[src/rtl/spi_master.sv]
// -----------------------------------------------------------------------------
// spi_master
//   Single-word SPI master with run-time CPOL/CPHA, a programmable clock
//   divider and a decoded active-low chip-select bus. Every configuration and
//   data input is latched when a transfer starts.
//   Optional feature: define SPI_MASTER_LSB_FIRST_EN to add the lsb_first
//   input. When lsb_first is 1, the transfer shifts LSB first. Without the
//   macro, transfers are always MSB first.
//
// Ports
//   clk        in   system clock, rising edge
//   rst        in   asynchronous active-high reset
//   SPI_start  in   transfer request, sampled while idle
//   cpol       in   SPI clock polarity
//   cpha       in   SPI clock phase
//   clk_div    in   [DIV_W]  half-period minus one, in clk cycles
//   cs_sel     in   [CS_W]   target slave index
//   data_in    in   [DATA_W] transmit word
//   lsb_first  in   LSB-first select (only with SPI_MASTER_LSB_FIRST_EN)
//   SPI_MISO   in   serial data from slave
//   SPI_CLK    out  serial clock
//   SPI_MOSI   out  serial data to slave
//   SPI_CS_N   out  [NUM_CS] active-low chip selects
//   busy       out  transfer in progress
//   done       out  one-cycle completion pulse
//   data_out   out  [DATA_W] last received word
// -----------------------------------------------------------------------------
module spi_master #(
    parameter int unsigned DATA_W = 8,
    parameter int unsigned NUM_CS = 4,
    parameter int unsigned DIV_W  = 8,
    localparam int unsigned CS_W  = (NUM_CS > 1) ? $clog2(NUM_CS) : 1
) (
    input  logic              clk,
    input  logic              rst,
    input  logic              SPI_start,
    input  logic              cpol,
    input  logic              cpha,
    input  logic [DIV_W-1:0]  clk_div,
    input  logic [CS_W-1:0]   cs_sel,
    input  logic [DATA_W-1:0] data_in,
`ifdef SPI_MASTER_LSB_FIRST_EN
    input  logic              lsb_first,
`endif
    input  logic              SPI_MISO,
    output logic              SPI_CLK,
    output logic              SPI_MOSI,
    output logic [NUM_CS-1:0] SPI_CS_N,
    output logic              busy,
    output logic              done,
    output logic [DATA_W-1:0] data_out
);

    localparam int unsigned EDGE_W = $clog2(2 * DATA_W);

    typedef enum logic [1:0] {
        IDLE  = 2'd0,
        LEAD  = 2'd1,
        XFER  = 2'd2,
        TRAIL = 2'd3
    } state_t;

    state_t              r_state;
    logic [DIV_W-1:0]    r_div;
    logic [DIV_W-1:0]    r_cnt;
    logic [EDGE_W-1:0]   r_edges;
    logic                r_cpol;
    logic                r_cpha;
    logic                r_lsb;
    logic [DATA_W-1:0]   r_tx;
    logic [DATA_W-1:0]   r_rx;
    logic                r_sclk;
    logic                r_mosi;
    logic [NUM_CS-1:0]   r_cs_n;
    logic                r_busy;
    logic                r_done;
    logic [DATA_W-1:0]   r_data_out;

    logic                w_lsb_in;
    logic                w_half_end;
    logic                w_last_edge;
    logic                w_sample;
    logic [NUM_CS-1:0]   w_cs_dec;
    logic                w_in_bit;
    logic [DATA_W-1:0]  w_in_shift;
    logic                w_tx_bit;
    logic [DATA_W-1:0]  w_tx_shift;
    logic [DATA_W-1:0]  w_rx_shift;

`ifdef SPI_MASTER_LSB_FIRST_EN
    assign w_lsb_in = lsb_first;
`else
    assign w_lsb_in = 1'b0;
`endif

    assign w_half_end  = (r_cnt == r_div);
    assign w_last_edge = (r_edges == EDGE_W'(2 * DATA_W - 1));
    // Even edge count means the next edge is a leading edge.
    // Mode 0/2 sample on leading edges. Mode 1/3 sample on trailing edges.
    assign w_sample    = (~r_edges[0]) ^ r_cpha;

    // Chip-select decode. An index without a matching line leaves all high.
    always_comb begin
        w_cs_dec = '1;
        for (int unsigned i = 0; i < NUM_CS; i++) begin
            if (32'(cs_sel) == i) begin
                w_cs_dec[i] = 1'b0;
            end
        end
    end

    // Shift helpers for first-bit-at-start, later MOSI bits and MISO capture.
    always_comb begin
        w_in_bit   = w_lsb_in ? data_in[0] : data_in[DATA_W-1];
        w_in_shift = w_lsb_in ? {1'b0, data_in[DATA_W-1:1]} : {data_in[DATA_W-2:0], 1'b0};
        w_tx_bit   = r_lsb ? r_tx[0] : r_tx[DATA_W-1];
        w_tx_shift = r_lsb ? {1'b0, r_tx[DATA_W-1:1]} : {r_tx[DATA_W-2:0], 1'b0};
        w_rx_shift = r_lsb ? {SPI_MISO, r_rx[DATA_W-1:1]} : {r_rx[DATA_W-2:0], SPI_MISO};
    end

    // Transfer FSM with registered outputs.
    always_ff @(posedge clk or posedge rst) begin
        if (rst) begin
            r_state    <= IDLE;
            r_div      <= '0;
            r_cnt      <= '0;
            r_edges    <= '0;
            r_cpol     <= 1'b0;
            r_cpha     <= 1'b0;
            r_lsb      <= 1'b0;
            r_tx       <= '0;
            r_rx       <= '0;
            r_sclk     <= 1'b0;
            r_mosi     <= 1'b0;
            r_cs_n     <= '1;
            r_busy     <= 1'b0;
            r_done     <= 1'b0;
            r_data_out <= '0;
        end else begin
            r_done <= 1'b0;
            case (r_state)
                IDLE: begin
                    if (SPI_start) begin
                        r_state <= LEAD;
                        r_busy  <= 1'b1;
                        r_cpol  <= cpol;
                        r_cpha  <= cpha;
                        r_div   <= clk_div;
                        r_lsb   <= w_lsb_in;
                        r_cnt   <= '0;
                        r_edges <= '0;
                        r_rx    <= '0;
                        r_cs_n  <= w_cs_dec;
                        r_sclk  <= cpol;
                        // cpha=0 presents the first bit before the first edge.
                        if (cpha) begin
                            r_tx   <= data_in;
                            r_mosi <= 1'b0;
                        end else begin
                            r_tx   <= w_in_shift;
                            r_mosi <= w_in_bit;
                        end
                    end
                end
                LEAD: begin
                    if (w_half_end) begin
                        r_cnt   <= '0;
                        r_state <= XFER;
                    end else begin
                        r_cnt <= r_cnt + DIV_W'(1);
                    end
                end
                XFER: begin
                    if (w_half_end) begin
                        r_cnt   <= '0;
                        r_sclk  <= ~r_sclk;
                        r_edges <= r_edges + EDGE_W'(1);
                        if (w_sample) begin
                            r_rx <= w_rx_shift;
                        end else begin
                            r_mosi <= w_tx_bit;
                            r_tx   <= w_tx_shift;
                        end
                        if (w_last_edge) begin
                            r_state <= TRAIL;
                        end
                    end else begin
                        r_cnt <= r_cnt + DIV_W'(1);
                    end
                end
                TRAIL: begin
                    if (w_half_end) begin
                        r_state    <= IDLE;
                        r_cnt      <= '0;
                        r_busy     <= 1'b0;
                        r_done     <= 1'b1;
                        r_cs_n     <= '1;
                        r_mosi     <= 1'b0;
                        r_sclk     <= r_cpol;
                        r_data_out <= r_rx;
                    end else begin
                        r_cnt <= r_cnt + DIV_W'(1);
                    end
                end
                default: begin
                    r_state <= IDLE;
                end
            endcase
        end
    end

    assign SPI_CLK  = r_sclk;
    assign SPI_MOSI = r_mosi;
    assign SPI_CS_N = r_cs_n;
    assign busy     = r_busy;
    assign done     = r_done;
    assign data_out = r_data_out;

endmodule

[config.mk]
export PLATFORM = sky130hd
export DESIGN_NAME = spi_master
export DESIGN_NICKNAME = d
export VERILOG_FILES = /design/src/rtl/spi_master.sv
export SDC_FILE = /design/constraint.sdc
export NUM_CORES = 1
export LEC_CHECK = 0
export CORE_MARGIN = 3
export CORE_UTILIZATION = 49
export DETAILED_ROUTE_END_ITERATION = 12
export PLACE_DENSITY = 0.75
export SKIP_CTS_REPAIR_TIMING = 1
export SLEW_MARGIN = 0
export SYNTH_ARGS = -nofsm -noshare
export SYNTH_HDL_FRONTEND = slang
export SYNTH_SLANG_ARGS = --single-unit
[constraint.sdc]
create_clock -name clk -period 1.9 [get_ports clk]
set_input_delay 0.19 -clock clk [delete_from_list [all_inputs] [get_ports clk]]
set_output_delay 0.19 -clock clk [all_outputs]
set_load 0.1 [all_outputs]
# Word level (Yosys, flattened, before mapping)
# Index checks and enable logic that the tools add are counted.
# totals
reg_bits	56
inputBits	24
output_inout_bits	16
elab_cells	90
# classes
n_addsub	2
eq_ne	15
mux	41
n_bitwise	3
n_reduce_logical	15
# op_table
op	n
8-bit 2-to-1 mux	8
8-bit one-hot mux with 2 select lines	3
4-bit 2-to-1 mux	4
4-bit one-hot mux with 2 select lines	2
1-bit 2-to-1 mux	15
2-bit != test (second input constant)	7
4-bit AND reduction	3
2-bit 2-to-1 mux	5
5-bit AND reduction	2
8-bit by 1-bit adder with 8-bit output (second input constant)	1
2-bit == test (second input constant)	4
8-bit == test	1
2-bit one-hot mux with 4 select lines	1
1-bit one-hot mux with 3 select lines	2
3-bit AND reduction	2
4-bit by 1-bit adder with 4-bit output (second input constant)	1
2-bit by 1-bit == test with 1-bit output (second input constant)	2
4-bit == test (second input constant)	1
2-bit zero test	2
2-bit AND reduction	2
2-bit nonzero test	2
3-bit nonzero test	1
3-bit OR reduction	1
1-bit NOT	2
2 further kinds	2

# Depth between registers and ports, before layout
# Gate-level depths: netlist (run 1).
# depth
word_depth	5
depth_mapped	10

# Least setup slack after synthesis (run 1)
# Ideal clock, no wire load.
# synth_path
kind	flip-flop to flip-flop
startpoint	reg r_state[0]
endpoint	reg r_rx[0]
setup_ps	121
arrival_ps	1722
required_ps	1779
setup_slack_ps	57
path_stages_with_launch	11
n_path_buf	3
period_less_slack_ps	1843
cell_sequence	dfrtp_1 inv_1 ha_1 buf_2 nand2b_1 buf_4 o21ai_0 buf_2 a21oi_1 nand2_1 a22o_1
# synth_between
elab_chain_cells	3
word_cells_on_any_way	8
cone_classes	eq/ne: 4; mux: 1; reduce/logical: 3
# synth_lines
item	line_no	source
from (decl)	63	state_t r_state;
from (signal assigned)	124	r_state <= IDLE;
from (signal assigned)	144	r_state <= LEAD;
from (signal assigned)	168	r_state <= XFER;
2-bit == test or 2-bit zero test (tied branches)	141	case (r_state)
2-bit != test (no line) or 2-bit nonzero test (tied branches)	n/a	
4-bit AND reduction (no line)	n/a	
to (signal assigned)	179	r_rx <= w_rx_shift;
to (decl)	71	logic [DATA_W-1:0] r_rx;
# Several ways; a longest one is shown, not always the timed one.
# A chain may end at the register's enable or synchronous reset.

# Worst setup path in the final report (run 1)
# layout_path
startpoint	reg r_cnt[2]
endpoint	reg r_sclk (netlist: SPI_CLK)
# layout_between
elab_chain_cells	3
word_cells_on_any_way	4
cone_classes	eq/ne: 3; reduce/logical: 1
# layout_lines
item	line_no	source
from (decl)	65	logic [DIV_W-1:0] r_cnt;
from (signal assigned)	170	r_cnt <= r_cnt + DIV_W'(1);
from (signal assigned)	188	r_cnt <= r_cnt + DIV_W'(1);
from (signal assigned)	202	r_cnt <= r_cnt + DIV_W'(1);
8-bit == test *	96	assign w_half_end = (r_cnt == r_div);
2-bit != test (no line)	n/a	
4-bit AND reduction (no line) *	n/a	
to (signal assigned)	154	r_sclk <= cpol;
to (signal assigned)	176	r_sclk <= ~r_sclk;
to (signal assigned)	199	r_sclk <= r_cpol;
to (decl)	72	logic r_sclk;
# Mark *: on every way between the ends. The rest lies on a longest branch, timed or not.

==> results.toml, run 1 <==
[layout]
antenna-diode-count = 0
finalNonFillerCells = 375
final_cell_area_um2 = 3522
drive_gt1_frac = 0.3213
syn_to_final_growth_pct = 25.67
final_nets = 335

[timing]
drv_slew = 0
setup_violations = 0
fin_crit_ns = 1.869
hold_viol_final = 0
clock.fmax_mhz = 534.9
slew_headroom = 0.6372
finalCritPeriodShare = 0.9839
tightestPinTransition_ns = 0.5442
fin_skew_ns = 0.004532

[floorplan]
core_area_um2 = 5303
num_io_pins = 40
start_util = 0.5286
die_area_um2 = 6663
num_rows = 26
die_h_um = 81.63
die_w_um = 81.63

[logic_synthesis]
synth_top_area_cell = "dfrtp_1"
synth_top_area_frac = 0.4643
synthCells = 245
syn_area_um2 = 2803
synth_nets = 276
ys_async_sr_fraction = 1.000
ys_seq_elements = 56
synth_edf_count = 0
avgSynthCellArea_um2 = 11.44
ys_warn_count = 0
synth_flop_cell = "dfrtp_1"
yosysMostFrequentCell = "dfrtp_1"
ys_seq_area_frac = 0.5018
synth_common_cells = "dfrtp_1, mux2_2, nand2_1"
synth.distinct_cells = 46
yosys-top-cells-area = "dfrtp_1, mux2_2, dfstp_2"

[routing]
vias = 2107
ant_nets = 0
wl_per_cell_um = 15.54
drc = 0
drt_first_pass_iters = 5
routed_wl_um = 5826
drtIter0Drc = 134
vias_per_cell = 5.619

[worst_setup_path]
required_ns = 2.10
crit_path_end_kind = "register"
endpoint = "SPI_CLK"
r2r_end = "SPI_CLK"
crit_type = "reg -> reg"
arrival_ns = 2.07
reg2reg_slack_ns = 0.03
r2r_cells = 5
start_kind = "register"
regToRegStartpoint = "r_cnt[2]"
crit_fanout = 6
cp-startpoint = "r_cnt[2]"

[placed_design]
gp_congestion = 0.8250
placed_area_um2 = 3338
port_buffers = 39
dp_cells = 362
hpwl_um = 4174

[run]
cap_violations = 0

[global_routing]
grt_pass1_wl_um = 9542
grt_usage = 0.1854
grt_pass1_vias = 2001
grt_max_degree = 57
antenna_found_initial = 0
grt_overflow_total = 0

[clocking]
cts.path.max_buffers = 2
numCtsBuffers = 5
root_buffer = "clkbuf_8"
clk_pin_slew_ns = 0.10
cts_tree = "yes"
cts.sinks = 56
insertion_delay_ns = 0.31
htree_num_levels = 2

[pwr]
peakVddDrop_mv = 0.4305
power-per-cell-area_nw_per_um2 = 558.7
totalPowerFinal_uw = 1968
leakage_uw = 0.001658

[run_status]
outcome = "finished clean"

[worst_hold_path]
hp-class = "in -> async"
==> per-stage QoR <==
stage / utilization / TNS, ns / hold slack, ns / worst slack, ns
final: 0.6642 / 0 / 0.2510 / 0.03052
after global routing: 0.6642 / -0.1158 / 0.2840 / -0.01836
after CTS: 0.6465 / 0 / 0.2605 / 0.04047
after detailed placement: 0.6295 / 0 / 0.4943 / 0.06846
after global placement: 0.6295 / 0 / 0.4876 / 0.02729
after floorplan: - / 0 / 0.2404 / 0.05748
==> report_power, final <==
part / internal [uW] / switching [uW]
registers: 1190 / 0
logic: 64.7 / 45.3
clock network: 263 / 404
==> worst min-delay path by stage <==
stage / from / endpoint / slack, ns / depth (start not counted)
after floorplan: cs_sel[0] / SPI_CS_N[1] / 0.24 / 1
after global placement: r_cnt[7] / r_cnt[7] / 0.49 / 1
after detailed placement: SPI_CS_N[1] / SPI_CS_N[1] / 0.49 / 1
after CTS: rst / data_out[1] / 0.26 / 3
after global routing: rst / data_out[1] / 0.28 / 3
final: rst / r_rx[7] / 0.25 / 3
==> cell usage in the layout, fill, tap and decap left out, types with 7 or more instances in the layout <==
cell	instances
mux2_2	27
a31oi_1	8
clkdlybuf4s50_1	23
a2bb2oi_1	7
dfrtp_1	52
o21ai_0	9
nand2_1	14
a21oi_1	8
a22o_1	10
buf_4	38
inv_1	8
nor2_1	10
==> sequential cells by signal, summed over array words and instances (netlist names), 2 cells and up <==
name      cells
r_rx          8
r_div         8
SPI_CS_N      4
r_tx          8
r_state       2
r_cnt         8
r_edges       4
data_out      8
==> final cells by class <==
type | count | area (um^2)
sequential | 56 | 1406
clock inverter | 3 | 21.27
inverter | 10 | 37.54
tap | 70 | 87.58
multi-input combinational | 168 | 1345
timing repair buffer | 63 | 555.5
fill | 387 | 1780
clock buffer | 5 | 68.82
==> worst max-delay path, stage by stage (launching register included) <==
cell      delay (ns)
dfrtp_1         0.46
xnor2_2         0.22
and4_4          0.29
nand2_1         0.08
a211oi_1        0.33
mux2_2          0.37
==> layer usage <==
metal / part of all wire / up-vias / track usage
met3: 0.050 / 5 / 0.03728
met4: 0.0082 / 0 / 0.04485
li1: - / 1020 / -
met2: 0.46 / 48 / 0.2809
met5: 0 / - / 0
met1: 0.48 / 1034 / 0.2738
==> cell families after synthesis <==
family                   count (synthesis)  synth area share
AND/OR/NAND/NOR                         56            0.1152
buffers and inverters                   21           0.03393
flip-flops                              56            0.5018
AO/OA/AOI/OAI                           65            0.1679
XOR/XNOR                                11           0.03437
multiplexers                            29            0.1156
adder cells (fa/ha/maj)                  7           0.03125
(Power assumes the default switching activity.)
==> run 2, diff against run 1 <==
- CORE_UTILIZATION: 49 -> 50
- PLACE_DENSITY: 0.75 -> 0.73
- SKIP_LAST_GASP: default -> 1
- clock period: 1.9 -> 2.4 ns (I/O delays scaled with it)
==> results.toml, run 2 (synthesized netlist as in run 1, its figures left out) <==
[run_status]
outcome = "finished clean"

[layout]
final_cell_mix = "dfrtp_1, mux2_2, clkdlybuf4s50_1"
syn_to_final_growth_pct = 19.24
finalNonFillerCells = 358
register_area_um2 = 1406
fill_cells = 447
multi_input_area_um2 = 1301
antenna-diode-count = 0
layout_commonest_cell = "dfrtp_1"
drive_gt1_frac = 0.2535
final_cell_area_um2 = 3342
final_nets = 318

[floorplan]
core_area_um2 = 5270
die_w_um = 80.87
num_io_pins = 40
die_area_um2 = 6540
num_rows = 26
start_util = 0.5318
die_h_um = 80.87

[global_routing]
grt_pass1_vias = 1961
grt_pass1_wl_um = 9466
grt_usage = 0.1865
antenna_found_initial = 0
grt_max_degree = 35
grt_overflow_total = 0

[clocking]
cts_tree = "yes"
root_buffer = "clkbuf_8"
insertion_delay_ns = 0.31
cts.sinks = 56
clk_pin_slew_ns = 0.11
htree_num_levels = 2
numCtsBuffers = 5
cts.path.max_buffers = 2

[timing]
fin_skew_ns = 0.005504
fin_crit_ns = 2.015
hold_viol_final = 0
setup_violations = 0
finalCritPeriodShare = 0.8397
finalSetupTns_ns = 0
rsz0062_at_grt = "false"
clock.fmax_mhz = 496.2
slew_headroom = 0.5564
tightestPinTransition_ns = 0.6637
drv_slew = 0

[worst_setup_path]
crit_fanout = 8
crit_type = "reg -> reg"
crit_path_end_kind = "register"
r2r_cells = 7
start_kind = "register"
required_ns = 2.61
arrival_ns = 2.23

[routing]
drt_first_pass_iters = 4
routed_wl_um = 5700
drc = 0
wl_per_cell_um = 15.92
ant_nets = 0
vias_per_cell = 5.690
vias = 2037
drtIter0Drc = 137

[pwr]
peakVddDrop_mv = 0.3747
leakage_uw = 0.001549
power-per-cell-area_nw_per_um2 = 472.3

[placed_design]
gp_congestion = 0.8072
placed_area_um2 = 3248
port_buffers = 39
dp_cells = 350
hpwl_um = 4139

[worst_hold_path]
hp-class = "in -> async"

[run]
cap_violations = 0
-- run 2: changes by cell type in the layout (fill, tap and decap cells not counted), sizes merged --
| cell | delta |
|---|---|
| clkinv | -1 |
| buf | -17 |
| inv | +1 |
-- run 2: area by class of cell --
cell class	count	area share
timing repair buffer	46	0.1243
clock inverter	3	0.007488
sequential	56	0.4208
multi-input combinational	168	0.3894
clock buffer	5	0.02059
inverter	10	0.01123
tap	70	0.02621
-- run 2: metrics by stage --
stage / hold WS (ns) / power [uW] / utilization / setup slack (ns)
global placement: 0.4825 / 1048 / 0.6163 / 0.4797
global route: 0.3000 / 1638 / 0.6341 / 0.1733
detailed placement: 0.4956 / 1048 / 0.6163 / 0.4233
CTS: 0.2746 / 1587 / 0.6341 / 0.4231
floorplan: 0.2904 / 995.5 / - / 0.5575
finish: 0.2606 / 1578 / 0.6341 / 0.3848
-- run 2: critical path, cell delays in order, from the launching register on --
cell,delay (ns)
dfrtp_1,0.42
inv_1,0.13
ha_1,0.31
buf_4,0.20
nand2_1,0.17
nor3_1,0.18
o211a_1,0.18
mux2_2,0.32
-- run 2: routing by layer --
layer,track usage,wire length [um],up-vias
li1,-,-,989
met3,0.03769,249,7
met5,0,0,-
met4,0.04899,60,0
met1,0.2776,2832,999
met2,0.2783,2558,42
-- run 2: power by group --
group          internal (uW)  switching, uW
clock                    214            336
combinational           49.0           35.9
sequential               943              0
-- run 2: path summary, 6_finish.rpt --
kind,startpoint,end,slack (ns)
setup / recovery,r_state[0],SPI_MOSI,0.38
hold / removal,rst,data_out[0],0.26
setup reg to reg,r_state[0],SPI_MOSI,0.38
hold reg to reg,data_out[1],data_out[1],0.52
max in group asynchronous,rst,SPI_CS_N[3],1.51
min in group clk,cs_sel[0],SPI_CS_N[1],0.49
==> run 3, diff against run 2 <==
- CORE_UTILIZATION: 50 -> 49
- PLACE_DENSITY: 0.73 -> 0.75
- clock period: 2.4 -> 1.8 ns (I/O delays scaled with it)
==> results.toml, run 3 (synthesized netlist as in run 1, its figures left out) <==
[worst_setup_path]
r2r_end = "r_tx[5]"
crit_type = "reg -> reg"
regToRegStartpoint = "r_cnt[0]"
crit_fanout = 10
start_kind = "register"
r2r_cells = 6
arrival_ns = 1.99
crit_path_end_kind = "register"
required_ns = 2.05
reg2reg_slack_ns = 0.06

[run_status]
outcome = "finished clean"

[placed_design]
gp_congestion = 0.8236
port_buffers = 39
dp_cells = 370
dp_slack_ns = -0.07125
hpwl_um = 4398

[layout]
fin_util = 0.6977
final_nets = 343
finalNonFillerCells = 383
syn_to_final_growth_pct = 32.01
layout_commonest_cell = "dfrtp_1"
antenna-diode-count = 0
final_cell_mix = "dfrtp_1, buf_4, mux2_2"
fill_cells = 368
drive_gt1_frac = 0.3642

[global_routing]
grt_pass1_vias = 2113
antenna_found_initial = 0
grt_pass1_wl_um = 10250
grt_max_degree = 57
grt_usage = 0.2014
grt_overflow_total = 0

[floorplan]
start_util = 0.5286
die_h_um = 81.63
num_rows = 26
die_area_um2 = 6663
die_w_um = 81.63
core_area_um2 = 5303
num_io_pins = 40

[run]
cap_violations = 0

[clocking]
cts_tree = "yes"
root_buffer = "clkbuf_8"
insertion_delay_ns = 0.32
cts.sinks = 56
cts.path.max_buffers = 2
htree_num_levels = 2
clk_pin_slew_ns = 0.11
numCtsBuffers = 5

[timing]
tightestPinTransition_ns = 0.3839
clock.fmax_mhz = 576.2
setup_slack_ns = 0.06444
rsz0062_at_grt = "true"
hold_viol_final = 0
finalSetupTns_ns = 0
drv_slew = 0
fin_crit_ns = 1.736
fin_skew_ns = 0.01120
slew_headroom = 0.7431
finalCritPeriodShare = 0.9642
setup_violations = 0

[routing]
ant_nets = 0
vias = 2148
routed_wl_um = 6122
drc = 0
vias_per_cell = 5.608
wl_per_cell_um = 15.98
drt_first_pass_iters = 4
drtIter0Drc = 180

[pwr]
peakVddDrop_mv = 0.3782
totalPowerFinal_uw = 2133
power-per-cell-area_nw_per_um2 = 576.5
leakage_uw = 0.001722

[worst_hold_path]
hp-class = "in -> async"
-- run 3: cell types whose count changed in the layout (fill, tap and decap cells not counted), moves of 2 or more --
cell / previous run / this run
a21oi_1: 8 / 6
a21oi_2: 1 / 3
buf_12: 1 / 7
buf_4: 22 / 41
ha_1: 7 / 5
ha_4: 0 / 2
inv_1: 9 / 7
inv_2: 1 / 3
xnor2_1: 10 / 5
xnor2_2: 0 / 5
-- run 3: worst max path at each step --
stage,from,to,slack [ns]
2_1_floorplan,r_state[0],r_rx[0],0.02
3_3_place_gp,r_cnt[1],data_out[3],-0.01
3_5_place_dp,r_state[1],r_rx[3],-0.07
4_1_cts,r_state[1],r_rx[3],-0.09
5_1_grt,r_cnt[0],r_tx[3],-0.04
6_report,r_cnt[0],r_tx[5],0.06
-- run 3: power by group --
group          total [uW]  internal [uW]  switching [uW]
registers            1260           1260               0
logic                 117           69.1            47.8
clock network         758            295             463
total                2130           1620             511
-- run 3: worst max-delay path: stages, from the launching register on --
cell	delay (ns)
dfrtp_1	0.41
xnor2_1	0.21
and4_4	0.30
a21oi_4	0.07
buf_12	0.14
nor3b_4	0.33
a2bb2oi_1	0.20
-- run 3: area by class of cell --
type / instances / area (um^2) / share of cell area
sequential: 56 / 1406 / 0.3801
multi-input combinational: 168 / 1393 / 0.3764
tap: 70 / 87.58 / 0.02367
inverter: 10 / 37.54 / 0.01015
timing repair buffer: 71 / 678.2 / 0.1833
clock inverter: 3 / 28.78 / 0.007778
clock buffer: 5 / 68.82 / 0.01860
-- run 3: metal layers --
| metal | routed length [um] | vias to the layer above | track usage |
|---|---|---|---|
| met5 | 0 | - | 0 |
| met2 | 2794 | 55 | 0.2972 |
| li1 | - | 1041 | - |
| met3 | 354 | 8 | 0.04715 |
| met4 | 91 | 0 | 0.06811 |
| met1 | 2882 | 1044 | 0.2920 |
-- run 3: through the flow --
step	cell area, um^2	hold WS [ns]
CTS	3565	0.2252
floorplan	2811	0.2304
global route	3700	0.2550
finish	3700	0.2150
global placement	3467	0.4818
detailed placement	3467	0.4938
